===== src/rtl/conv_buffer_loader_pkg.sv =====
// conv_buffer_loader_pkg: shared FSM state encoding, width defaults and layer-parameter field offsets
package conv_buffer_loader_pkg;
  typedef enum logic [2:0] {IDLE, PARA, CLR, WEI, FTM, DONE} state_t;
  localparam int DATA_WIDTH_DEF = 64;
  localparam int B_PARA_DEF = 64;
  localparam int B_CNT_DEF = 16;
  localparam int PARA_STRIDE_LSB = 0;
  localparam int PARA_STRIDE_W = 2;
  localparam int PARA_PAD_LSB = 2;
  localparam int PARA_PAD_W = 2;
  localparam int PARA_W_LSB = 4;
  localparam int PARA_W_W = 2;
  localparam int PARA_H_LSB = 6;
  localparam int PARA_H_W = 2;
  localparam int PARA_C1_LSB = 8;
  localparam int PARA_C1_W = 12;
endpackage


===== src/rtl/beat_counter.sv =====
// beat_counter: loadable down-counter with a zero flag marking the last remaining beat
// Ports: clk/rstn clock and async active-low reset; load/load_val reload (wins over dec);
//        dec decrement by one; zero high when the count is 0.
module beat_counter
  import conv_buffer_loader_pkg::*;
#(
  parameter int W = 18
) (
  input  logic         clk,
  input  logic         rstn,
  input  logic         load,
  input  logic [W-1:0] load_val,
  input  logic         dec,
  output logic         zero
);
  logic [W-1:0] cnt;
  always_ff @(posedge clk or negedge rstn)
    if (!rstn) cnt <= '0;
    else if (load) cnt <= load_val;
    else if (dec) cnt <= cnt - 1'b1;
  assign zero = cnt == '0;
endmodule


===== src/rtl/conv_buffer_loader.sv =====
// conv_buffer_loader: sequences one layer load (params, buffer clear, per-unit weights, feature map) from a DDR stream
// Ports: cmd_* command handshake and word counts; s_* input stream; para/para_we layer parameters;
//        fb_clr/wb_clr buffer clears; fb_we broadcast / wb_we one-hot write strobes with data di
//        (one cycle after each stream handshake); fb_full/wb_full backpressure; busy/done status.
// Optional: CONV_BUFFER_LOADER_STALL_CNT_EN adds stall_cnt, saturating count of stalled offered beats.
module conv_buffer_loader
  import conv_buffer_loader_pkg::*;
#(
  parameter int N_CONV_UNIT = 8,
  parameter int N_KERNEL    = 4,
  parameter int DATA_WIDTH  = DATA_WIDTH_DEF,
  parameter int B_PARA      = B_PARA_DEF,
  parameter int B_CNT       = B_CNT_DEF
) (
  input  logic                   clk,
  input  logic                   rstn,
  input  logic                   cmd_valid,
  output logic                   cmd_ready,
  input  logic [B_PARA-1:0]      cmd_para,
  input  logic [B_CNT-1:0]       cmd_ftm_words,
  input  logic [B_CNT-1:0]       cmd_wei_words,
  input  logic [DATA_WIDTH-1:0]  s_data,
  input  logic                   s_valid,
  output logic                   s_ready,
  output logic [B_PARA-1:0]      para,
  output logic                   para_we,
  output logic                   fb_clr,
  output logic                   wb_clr,
  output logic                   fb_we,
  output logic [N_CONV_UNIT-1:0] wb_we,
  output logic [DATA_WIDTH-1:0]  di,
  input  logic [N_CONV_UNIT-1:0] fb_full,
  input  logic [N_CONV_UNIT-1:0] wb_full,
`ifdef CONV_BUFFER_LOADER_STALL_CNT_EN
  output logic [31:0]            stall_cnt,
`endif
  output logic                   busy,
  output logic                   done
);
  localparam int CW = B_CNT + $clog2(N_KERNEL);
  localparam int UW = N_CONV_UNIT > 1 ? $clog2(N_CONV_UNIT) : 1;
  state_t state, nxt;
  logic [B_CNT-1:0] ftm_words, wei_words;
  logic [UW-1:0] unit;
  logic hs, wei_zero, ftm_zero, unit_end, last_unit;
  assign hs = s_valid && s_ready;
  assign last_unit = unit == UW'(N_CONV_UNIT - 1);
  assign unit_end = state == WEI && hs && wei_zero;
  assign cmd_ready = state == IDLE;
  assign busy = state != IDLE;
  assign para_we = state == PARA;
  assign fb_clr = state == CLR;
  assign wb_clr = state == CLR;
  assign done = state == DONE;
  assign s_ready = state == WEI ? !wb_full[unit] : state == FTM ? !(|fb_full) : 1'b0;
  always_comb begin
    nxt = state;
    case (state)
      IDLE:    nxt = cmd_valid ? PARA : IDLE;
      PARA:    nxt = CLR;
      CLR:     nxt = wei_words != '0 ? WEI : ftm_words != '0 ? FTM : DONE;
      WEI:     nxt = unit_end && last_unit ? (ftm_words != '0 ? FTM : DONE) : WEI;
      FTM:     nxt = hs && ftm_zero ? DONE : FTM;
      default: nxt = IDLE;
    endcase
  end
  // Counters hold beats remaining minus one, so the zero flag marks the final beat and the
  // next unit reloads on that same handshake, giving back-to-back unit transitions.
  beat_counter #(.W(CW)) u_wei_cnt (
    .clk(clk), .rstn(rstn),
    .load(state == CLR || unit_end),
    .load_val(CW'(wei_words) * CW'(N_KERNEL) - 1'b1),
    .dec(state == WEI && hs),
    .zero(wei_zero)
  );
  beat_counter #(.W(B_CNT)) u_ftm_cnt (
    .clk(clk), .rstn(rstn),
    .load(state == CLR),
    .load_val(ftm_words - 1'b1),
    .dec(state == FTM && hs),
    .zero(ftm_zero)
  );
  always_ff @(posedge clk or negedge rstn)
    if (!rstn) begin
      state <= IDLE;
      para <= '0;
      ftm_words <= '0;
      wei_words <= '0;
      unit <= '0;
      di <= '0;
      fb_we <= 1'b0;
      wb_we <= '0;
    end else begin
      state <= nxt;
      if (cmd_valid && cmd_ready) begin
        para <= cmd_para;
        ftm_words <= cmd_ftm_words;
        wei_words <= cmd_wei_words;
      end
      unit <= state == CLR ? '0 : unit_end && !last_unit ? unit + 1'b1 : unit;
      if (hs) di <= s_data;
      fb_we <= hs && state == FTM;
      wb_we <= hs && state == WEI ? N_CONV_UNIT'(1) << unit : '0;
    end
`ifdef CONV_BUFFER_LOADER_STALL_CNT_EN
  always_ff @(posedge clk or negedge rstn)
    if (!rstn) stall_cnt <= '0;
    else if (cmd_valid && cmd_ready) stall_cnt <= '0;
    else if ((state == WEI || state == FTM) && s_valid && !s_ready && stall_cnt != '1)
      stall_cnt <= stall_cnt + 1'b1;
`endif
endmodule


===== config.mk =====
export PLATFORM = sky130hd
export DESIGN_NAME = conv_buffer_loader
export DESIGN_NICKNAME = d
export VERILOG_FILES = /design/src/rtl/conv_buffer_loader_pkg.sv /design/src/rtl/beat_counter.sv /design/src/rtl/conv_buffer_loader.sv
export SDC_FILE = /design/constraint.sdc
export NUM_CORES = 1
export LEC_CHECK = 0
export CAP_MARGIN = 40
export CORE_MARGIN = 2
export CORE_UTILIZATION = 40
export CTS_CLUSTER_DIAMETER = 150
export CTS_CLUSTER_SIZE = 10
export DETAILED_ROUTE_END_ITERATION = 10
export PLACE_DENSITY = 0.71
export RECOVER_POWER = 100
export SLEW_MARGIN = 5
export SYNTH_ARGS = -nofsm -noshare
export SYNTH_HDL_FRONTEND = slang
export SYNTH_SLANG_ARGS = --single-unit

===== constraint.sdc =====
create_clock -name clk -period 3.1 [get_ports clk]
set_input_delay 0.465 -clock clk [delete_from_list [all_inputs] [get_ports clk]]
set_output_delay 0.465 -clock clk [all_outputs]
set_load 0.1 [all_outputs]

# ---- Word-level counts from Yosys, hierarchy flattened
# Index checks and enable logic that the tools add are counted.
dict set report totals {
  regBits 209
  inputBits 180
  output_inout_bits 144
  elab_cells 62
}
dict set report classes {
  n_addsub 5
  magnitude_cmp 1
  n_eq_ne 6
  shift 1
  n_mux 17
  reduce_logical 22
}
# cell n
set ops {}
lappend ops {{18-bit 2-to-1 mux} 2}
lappend ops {{18-bit by 1-bit subtractor with 18-bit output (second input constant)} 2}
lappend ops {{16-bit 2-to-1 mux} 2}
lappend ops {{16-bit nonzero test} 2}
lappend ops {{16-bit by 1-bit subtractor with 16-bit output (second input constant)} 2}
lappend ops {{18-bit logical NOT} 1}
lappend ops {{16-bit logical NOT} 1}
lappend ops {{3-bit case mux with 5 select lines} 1}
lappend ops {{3-bit 2-to-1 mux} 4}
lappend ops {{3-bit equality test (second input constant)} 3}
lappend ops {{1-bit logical AND} 8}
lappend ops {{8-bit 2-to-1 mux} 1}
lappend ops {{8-bit OR reduction} 1}
lappend ops {{1-bit by 3-bit left shift with 8-bit output (first input constant)} 1}
lappend ops {{3-bit by 2-bit equality test with 1-bit output (second input constant)} 2}
lappend ops {{1-bit 2-to-1 mux} 6}
lappend ops {{2-bit nonzero test} 3}
lappend ops {{3-bit by 4-bit less-than comparator with 1-bit output (second input constant)} 1}
lappend ops {{3-bit by 1-bit adder with 3-bit output (second input constant)} 1}
lappend ops {{1-bit binary-select mux with 3-bit select} 1}
lappend ops {{3-bit by 1-bit equality test with 1-bit output (second input constant)} 1}
lappend ops {{1-bit logical NOT} 3}
lappend ops {{3-bit logical NOT} 1}
lappend ops {{3-bit nonzero test} 1}
lappend ops {{1-bit logical OR} 1}

# ---- Depth between registers and ports, before layout
# Gate-level depths: netlist (run 1).
dict set report depth {
  word_depth 10
  ltp_mapped 12
  depth_no_buf 7
}

# ---- Cells and area by module
# From an unflattened synthesis (run 1), not the netlist that was laid out.
dict set report hier_totals {
  cells_unflattened 742
  hier_area_um2 9675.5
}
# mod n_inst cells_per_inst area_each_um2 seq_area_each_um2
set modules_own_cells {}
lappend modules_own_cells {conv_buffer_loader 1 511 7609.8 4379.2}
lappend modules_own_cells {{beat_counter at u_wei_cnt} 1 120 1037.2 450.4}
lappend modules_own_cells {{beat_counter at u_ftm_cnt} 1 111 1028.5 400.4}

# ---- Least setup slack after synthesis (run 1)
# Ideal clock, no wire load.
dict set report synth_timing {
  path_kind {reg-to-output}
  startpoint {register state[1]}
  endpoint {output busy}
  arrival_time_ns 3.898
  t_required_ns 2.635
  slack_ns -1.263
  path_stages_with_launch 4
  path_buffers 1
  cell_sequence {dfrtp_1 buf_2 nor3_1 inv_1}
}
dict set report synth_via {
  elab_chain_cells 1
}
# element line_no
set synth_rtl {}
lappend synth_rtl {{from (decl)} conv_buffer_loader.sv:42} ;# state_t state, nxt;
lappend synth_rtl {{from (signal assigned)} conv_buffer_loader.sv:94} ;# state <= nxt;
lappend synth_rtl {{3-bit nonzero test} conv_buffer_loader.sv:50} ;# assign busy = state != IDLE;
lappend synth_rtl {{to (decl)} conv_buffer_loader.sv:37} ;# output logic busy,
# Every way passes these cells.

# ---- Worst setup path in the final report (run 1)
dict set report layout_timing {
  startpoint {register state[2]}
  endpoint {output wb_clr}
}
dict set report layout_via {
  elab_chain_cells 1
}
# element line_no
set layout_rtl {}
lappend layout_rtl {{3-bit by 2-bit equality test with 1-bit output} conv_buffer_loader.sv:53} ;# assign wb_clr = state == CLR;
lappend layout_rtl {{to (decl)} conv_buffer_loader.sv:28} ;# output logic wb_clr,
# Every way passes these cells.

==> impl_metrics.env, run 1 <==
export IMPL_fp_coreArea_sq_um=23600
export IMPL_synth_edf_count=0
export IMPL_met3_length_mm=1.94
export IMPL_finalMaxSlewViolations=79
export IMPL_syn_nets=983
export IMPL_nFillCells=2173
export IMPL_nets=1317
export IMPL_cp_endpoint="wb_clr"
export IMPL_r2r_start="state[0]"
export IMPL_rr_worst_depth=5
export IMPL_ios=324
export IMPL_grt_pass1_wl_mm=41.2
export IMPL_clkTransAtPathRegs_ns=0.06
export IMPL_ys_ff_latch=209
export IMPL_met1_length_mm=10.4
export IMPL_synthToLayoutAreaGrowth_pct=35.6
export IMPL_power_w=0.0101
export IMPL_ys_flop_type="dfrtp_1"
export IMPL_required_ns=2.63
export IMPL_ff2ff_setup_slack_ns=0.28
export IMPL_die_h_microns=160
export IMPL_top_layer="met4"
export IMPL_crit_path_start="state[2]"
export IMPL_grt_overflow=0
export IMPL_final_setup_tns_ns=0
export IMPL_powerDensity_nw_per_um2=765
export IMPL_crit_slowest_cell="or3b_2"
export IMPL_slew_headroom_pct=-34.8
export IMPL_peakVddDrop_mv=0.581
export IMPL_ys_warn_count=0
export IMPL_cp_end_kind="output port"
export IMPL_drt_wl_total_mm=25.1
export IMPL_finalHoldViolations=0
export IMPL_rsz0062_at_grt="no"
export IMPL_port_buffers=323
export IMPL_clock_latency_ns=0.52
export IMPL_placed_cells=1419
export IMPL_synthCells=793
export IMPL_die_area_sq_um=25500
export IMPL_maxCapViolations=1
export IMPL_cts_tree="yes"
export IMPL_met2WireLength_mm=12.3
export IMPL_antenna_found_initial=0
export IMPL_grt_pass1_vias=7772
export IMPL_cts_sinks=209
export IMPL_fp_row_count=56
export IMPL_cts_buffer_depth=3
export IMPL_drcViolationCount=0
export IMPL_reg2reg_to="para[41]"
export IMPL_initial_core_util_pct=41.1
export IMPL_place_congestion=0.819
export IMPL_dr_first_iter_drc_count=347
export IMPL_die_w_microns=160
export IMPL_setup_viol=0
export IMPL_netlist_area_sq_um=9700
export IMPL_violations="capacitance limit, slew limit"
export IMPL_ys_types=67
export IMPL_post_cts_buffers=0
export IMPL_power_leakage_nw=5.32
export IMPL_arrival_ns=2.49
export IMPL_avgSynthCellArea_sq_um=12.2
export IMPL_max_freq_mhz=339
export IMPL_cts_made_buffers=24
export IMPL_first_pass_iters=5
export IMPL_slowest_delay_ns=0.59
export IMPL_antenna_cells=0
export IMPL_drt_antenna_violating_nets=0
export IMPL_tightest_slew_ns=2.02
export IMPL_yosysSeqAreaShare_pct=53.9
export IMPL_finClkSkew_ns=0.0194
export IMPL_grt_use_total_pct=19.5
export IMPL_startpoint_type="flip-flop"
export IMPL_dpl_hpwl_mm=18.4
export IMPL_crit_path_cell_trace="or3b_2, inv_2, clkbuf_4, buf_6"
export IMPL_hp_class="flip-flop to flip-flop"
export IMPL_min_period_ns=2.95
export IMPL_viasPerCell=5.22
export IMPL_async_flop_share_pct=100
export IMPL_num_vias=7550
export IMPL_h_tree_depth=1
export IMPL_crit_fanout=16
export IMPL_outcome="finished, violations left"
export IMPL_final_cells=1446
export IMPL_wl_per_cell_microns=17.3
export IMPL_drive_gt1_share_pct=20.8
export IMPL_grt_max_degree=79
export IMPL_fin_crit_sh_pct=95.2
export IMPL_cts_root_buffer="clkbuf_16"
export IMPL_path_class="flip-flop to output port"
==> flip-flops by register name (all words and copies together) (netlist names) <==
register,count
di,64
fb_we,1
ftm_words,16
para,64
state,3
u_ftm_cnt.cnt,16
u_wei_cnt.cnt,18
unit,3
wb_we,8
wei_words,16
==> cell type report <==
type | instances | area [sq um] | share of cell area (%)
clock buffer | 25 | 604 | 4.59
clock inverter | 1 | 16.3 | 0.124
inverter | 17 | 63.8 | 0.485
multi-input combinational | 525 | 4230 | 32.1
sequential | 209 | 5230 | 39.8
tap | 319 | 399 | 3.03
timing repair buffer | 350 | 2610 | 19.9
==> power breakdown <==
group | switching, W | internal (W) | total (W)
combinational | 0.00319 | 0.000897 | 0.00408
sequential | 0.000360 | 0.00322 | 0.00358
clock | 0.00104 | 0.00137 | 0.00240
==> cells in the mapped netlist, drive strengths merged (4+ instances only) <==
cell,number,area (sq um)
nor4,13,81.3
a31o,4,35.0
or3,12,75.1
o21ai,20,104
or2,4,25.0
nor3b,5,37.5
a211oi,5,37.5
nor2,40,150
or4,8,60.1
xor2,14,123
a2bb2oi,5,43.8
a31oi,4,25.0
mux2,164,1850
nand2,37,139
clkbuf,26,97.6
nand4,15,93.8
xnor2,15,131
o211ai,15,113
dfrtp,209,5230
nor4b,6,52.6
ha,10,125
mux2i,16,160
nor3,23,115
buf,16,85.1
a21oi,17,85.1
and3,11,68.8
inv,17,63.8
nand3,16,80.1
==> kinds of logic after synthesis <==
family,synth area share [%]
XOR/XNOR,2.62
flip-flops,53.9
adder cells (fa/ha/maj),1.29
multiplexers,21.2
buffers and inverters,2.54
AO/OA/AOI/OAI,7.35
AND/OR/NAND/NOR,11.1
==> cells in the final DEF (no fill, tap or decap), drive strengths merged, types with 4 or more instances in the layout <==
| cell type | count |
|---|---|
| or3 | 12 |
| clkdlybuf4s50 | 178 |
| nand2 | 37 |
| nor4b | 6 |
| a31o | 4 |
| mux2i | 16 |
| or2 | 4 |
| a2bb2oi | 5 |
| and3 | 11 |
| buf | 21 |
| nor3 | 23 |
| mux2 | 164 |
| nor2 | 40 |
| xnor2 | 15 |
| inv | 17 |
| ha | 10 |
| dfrtp | 209 |
| a21oi | 17 |
| a211oi | 5 |
| o211ai | 15 |
| nor3b | 5 |
| nand4 | 15 |
| a31oi | 4 |
| clkbuf | 175 |
| nand3 | 16 |
| o21ai | 20 |
| nor4 | 13 |
| xor2 | 14 |
| or4 | 8 |
==> critical path: cells and delay by family, from the launching register on <==
family | cells | cell delay (ns)
AND/OR/NAND/NOR | 1 | 0.59
flip-flops | 1 | 0.48
buffers and inverters | 3 | 0.89
==> through the flow <==
step	util [%]	worst slack [ns]	hold WS [ns]	area, sq um
finish	55.7	0.149	0.494	13200
global route	55.7	0.0249	0.514	13200
CTS	58.3	0.0931	0.485	13800
detailed placement	55.6	0.201	0.495	13100
global placement	55.6	0.209	0.476	13100
floorplan	-	-0.0459	0.169	9730
==> per-layer routing <==
metal,vias to the layer above,global-route usage (%)
met5,-,0
met4,0,4.83
met3,34,5.17
met2,262,32.9
met1,3707,25.1
li1,3547,-
==> worst min path at each step <==
stage | from | endpoint | slack [ns] | cells after the start
after floorplan | rstn | di[0] | 0.17 | 0
after global placement | ftm_words[0] | u_ftm_cnt.cnt[0] | 0.48 | 1
after detailed placement | ftm_words[0] | u_ftm_cnt.cnt[0] | 0.49 | 1
after CTS | cmd_wei_words[1] | wei_words[1] | 0.49 | 3
after global routing | ftm_words[0] | u_ftm_cnt.cnt[0] | 0.51 | 1
final | ftm_words[0] | u_ftm_cnt.cnt[0] | 0.49 | 1
==> timing repair <==
item,CTS,global route
hold buffers,1,0
hold endpoints to repair,21,0
resized for setup,0,0
Note: power is estimated with default switching activity, not from simulation.
==> run 2, diff against run 1 <==
GPL_TIMING_DRIVEN = 1   (was not set)
==> results of run 2 <==
Final layout, timing and power as in run 1 (identical DEF).
==> run 3, diff against run 2 <==
RECOVER_POWER = 25   (was 100)
==> run 3 against run 2 <==
Net effect: the flow still finishes with violations (capacitance limit, slew limit); sequential cell count did not move; setup slack got worse by 0.013 ns; worst hold slack about the same; clock skew down 0.0026 ns; utilization is 2.4 points higher; fmax is 0.44% lower; non-clock buffer count did not move; critical path type unchanged; largest cell class unchanged.
==> impl_metrics.env, run 3 (synthesis gave the netlist of run 1 again) <==
export IMPL_layout_commonest_cell="dfrtp_1"
export IMPL_startpoint_type="flip-flop"
export IMPL_clkTransAtPathRegs_ns=0.05
export IMPL_place_congestion=0.819
export IMPL_drive_gt1_share_pct=33.3
export IMPL_cts_made_buffers=24
export IMPL_post_cts_buffers=0
export IMPL_r2r_start="unit[0]"
export IMPL_die_h_microns=160
export IMPL_arrival_ns=2.50
export IMPL_max_freq_mhz=337
export IMPL_power_w=0.0104
export IMPL_finClkSkew_ns=0.0168
export IMPL_dr_first_iter_drc_count=367
export IMPL_first_pass_iters=5
export IMPL_power_leakage_nw=5.86
export IMPL_hp_class="flip-flop to flip-flop"
export IMPL_required_ns=2.63
export IMPL_initial_core_util_pct=41.1
export IMPL_rr_worst_depth=5
export IMPL_slew_headroom_pct=-36.7
export IMPL_crit_path_start="unit[0]"
export IMPL_wl_per_cell_microns=17.4
export IMPL_placed_cells=1419
export IMPL_ios=324
export IMPL_tightest_slew_ns=2.05
export IMPL_grt_use_total_pct=19.5
export IMPL_grt_max_degree=79
export IMPL_drcViolationCount=0
export IMPL_fp_row_count=56
export IMPL_clock_latency_ns=0.52
export IMPL_antenna_found_initial=0
export IMPL_setup_viol=0
export IMPL_utilization_pct=58.1
export IMPL_cp_endpoint="s_ready"
export IMPL_finalHoldViolations=0
export IMPL_grt_overflow=0
export IMPL_nFillCells=2035
export IMPL_rsz0062_at_grt="no"
export IMPL_fp_coreArea_sq_um=23600
export IMPL_die_area_sq_um=25500
export IMPL_fin_crit_sh_pct=95.6
export IMPL_grt_pass1_vias=7772
export IMPL_maxCapViolations=1
export IMPL_cts_sinks=209
export IMPL_peakVddDrop_mv=0.581
export IMPL_largestRegisters="di (64), para (64), u_wei_cnt.cnt (18)"
export IMPL_h_tree_depth=1
export IMPL_viasPerCell=5.25
export IMPL_dpl_hpwl_mm=18.4
export IMPL_violations="capacitance limit, slew limit"
export IMPL_cp_end_kind="output port"
export IMPL_cts_root_buffer="clkbuf_16"
export IMPL_min_period_ns=2.96
export IMPL_drt_wl_total_mm=25.1
export IMPL_ff2ff_setup_slack_ns=0.43
export IMPL_port_buffers=323
export IMPL_crit_fanout=9
export IMPL_final_cell_mix="209 x dfrtp_1, 178 x clkdlybuf4s50_1, 161 x mux2_2, 159 x buf_4, 40 x nor2_1"
export IMPL_drt_antenna_violating_nets=0
export IMPL_powerDensity_nw_per_um2=755
export IMPL_path_class="flip-flop to output port"
export IMPL_cts_buffer_depth=3
export IMPL_reg2reg_to="di[10]"
export IMPL_outcome="finished, violations left"
export IMPL_die_w_microns=160
export IMPL_final_cells=1446
export IMPL_finalMaxSlewViolations=79
export IMPL_antenna_cells=0
export IMPL_grt_pass1_wl_mm=41.2
export IMPL_cts_tree="yes"
export IMPL_num_vias=7586
export IMPL_nets=1317
export IMPL_synthToLayoutAreaGrowth_pct=41.5
run 3: power breakdown:
| group | internal (W) | total [W] | leakage [nW] | switching, W |
|---|---|---|---|---|
| clock network | 0.00137 | 0.00240 | 0.304 | 0.00104 |
| registers | 0.00322 | 0.00359 | 2.52 | 0.000369 |
| logic | 0.00119 | 0.00438 | 3.03 | 0.00319 |
| total | 0.00578 | 0.0104 | 5.86 | 0.00459 |
run 3: cell type report:
| cell class | count | area, sq um | share of cell area (%) |
|---|---|---|---|
| Clock inverter | 1 | 16.3 | 0.118 |
| Multi-Input combinational cell | 525 | 4260 | 31.0 |
| Clock buffer | 25 | 604 | 4.40 |
| Timing Repair Buffer | 350 | 3160 | 23.0 |
| Tap cell | 319 | 399 | 2.91 |
| Inverter | 17 | 63.8 | 0.465 |
| Sequential cell | 209 | 5230 | 38.1 |
run 3: worst min-delay path by stage:
stage | startpoint | end | cells past startpoint | slack [ns]
after floorplan | rstn | di[0] | 0 | 0.17
after global placement | ftm_words[0] | u_ftm_cnt.cnt[0] | 1 | 0.48
after detailed placement | ftm_words[0] | u_ftm_cnt.cnt[0] | 1 | 0.49
after CTS | cmd_wei_words[1] | wei_words[1] | 3 | 0.49
after global routing | ftm_words[0] | u_ftm_cnt.cnt[0] | 1 | 0.51
final | ftm_words[0] | u_ftm_cnt.cnt[0] | 1 | 0.49
run 3: timing repair:
action,4_1_cts,5_1_grt
hold endpoints to repair,21,0
gates resized for setup,0,0
hold buffers,1,0
run 3: metal layers:
metal	share of wire, %	track usage (%)	vias to the layer above
li1	-	-	3552
met1	42	25.1	3743
met2	49	32.9	256
met3	7.7	5.17	35
met4	1.9	4.83	0
met5	0	0	-
run 3: worst max-delay path, cell delays in order (launching register included):
cell and delay, ns:
dfrtp_1 0.57, mux2_2 0.38, mux4_2 0.61, o21ai_2 0.23
buf_12 0.19
run 3: metrics by stage:
| step | setup WS [ns] | hold WS, ns | TNS, ns | area, sq um |
|---|---|---|---|---|
| finish | 0.136 | 0.495 | 0 | 13700 |
| global route | 0.0241 | 0.514 | 0 | 13700 |
| CTS | 0.0931 | 0.485 | 0 | 13800 |
| detailed placement | 0.201 | 0.495 | 0 | 13100 |
| global placement | 0.209 | 0.476 | 0 | 13100 |
| floorplan | -0.0459 | 0.169 | -0.0459 | 9730 |
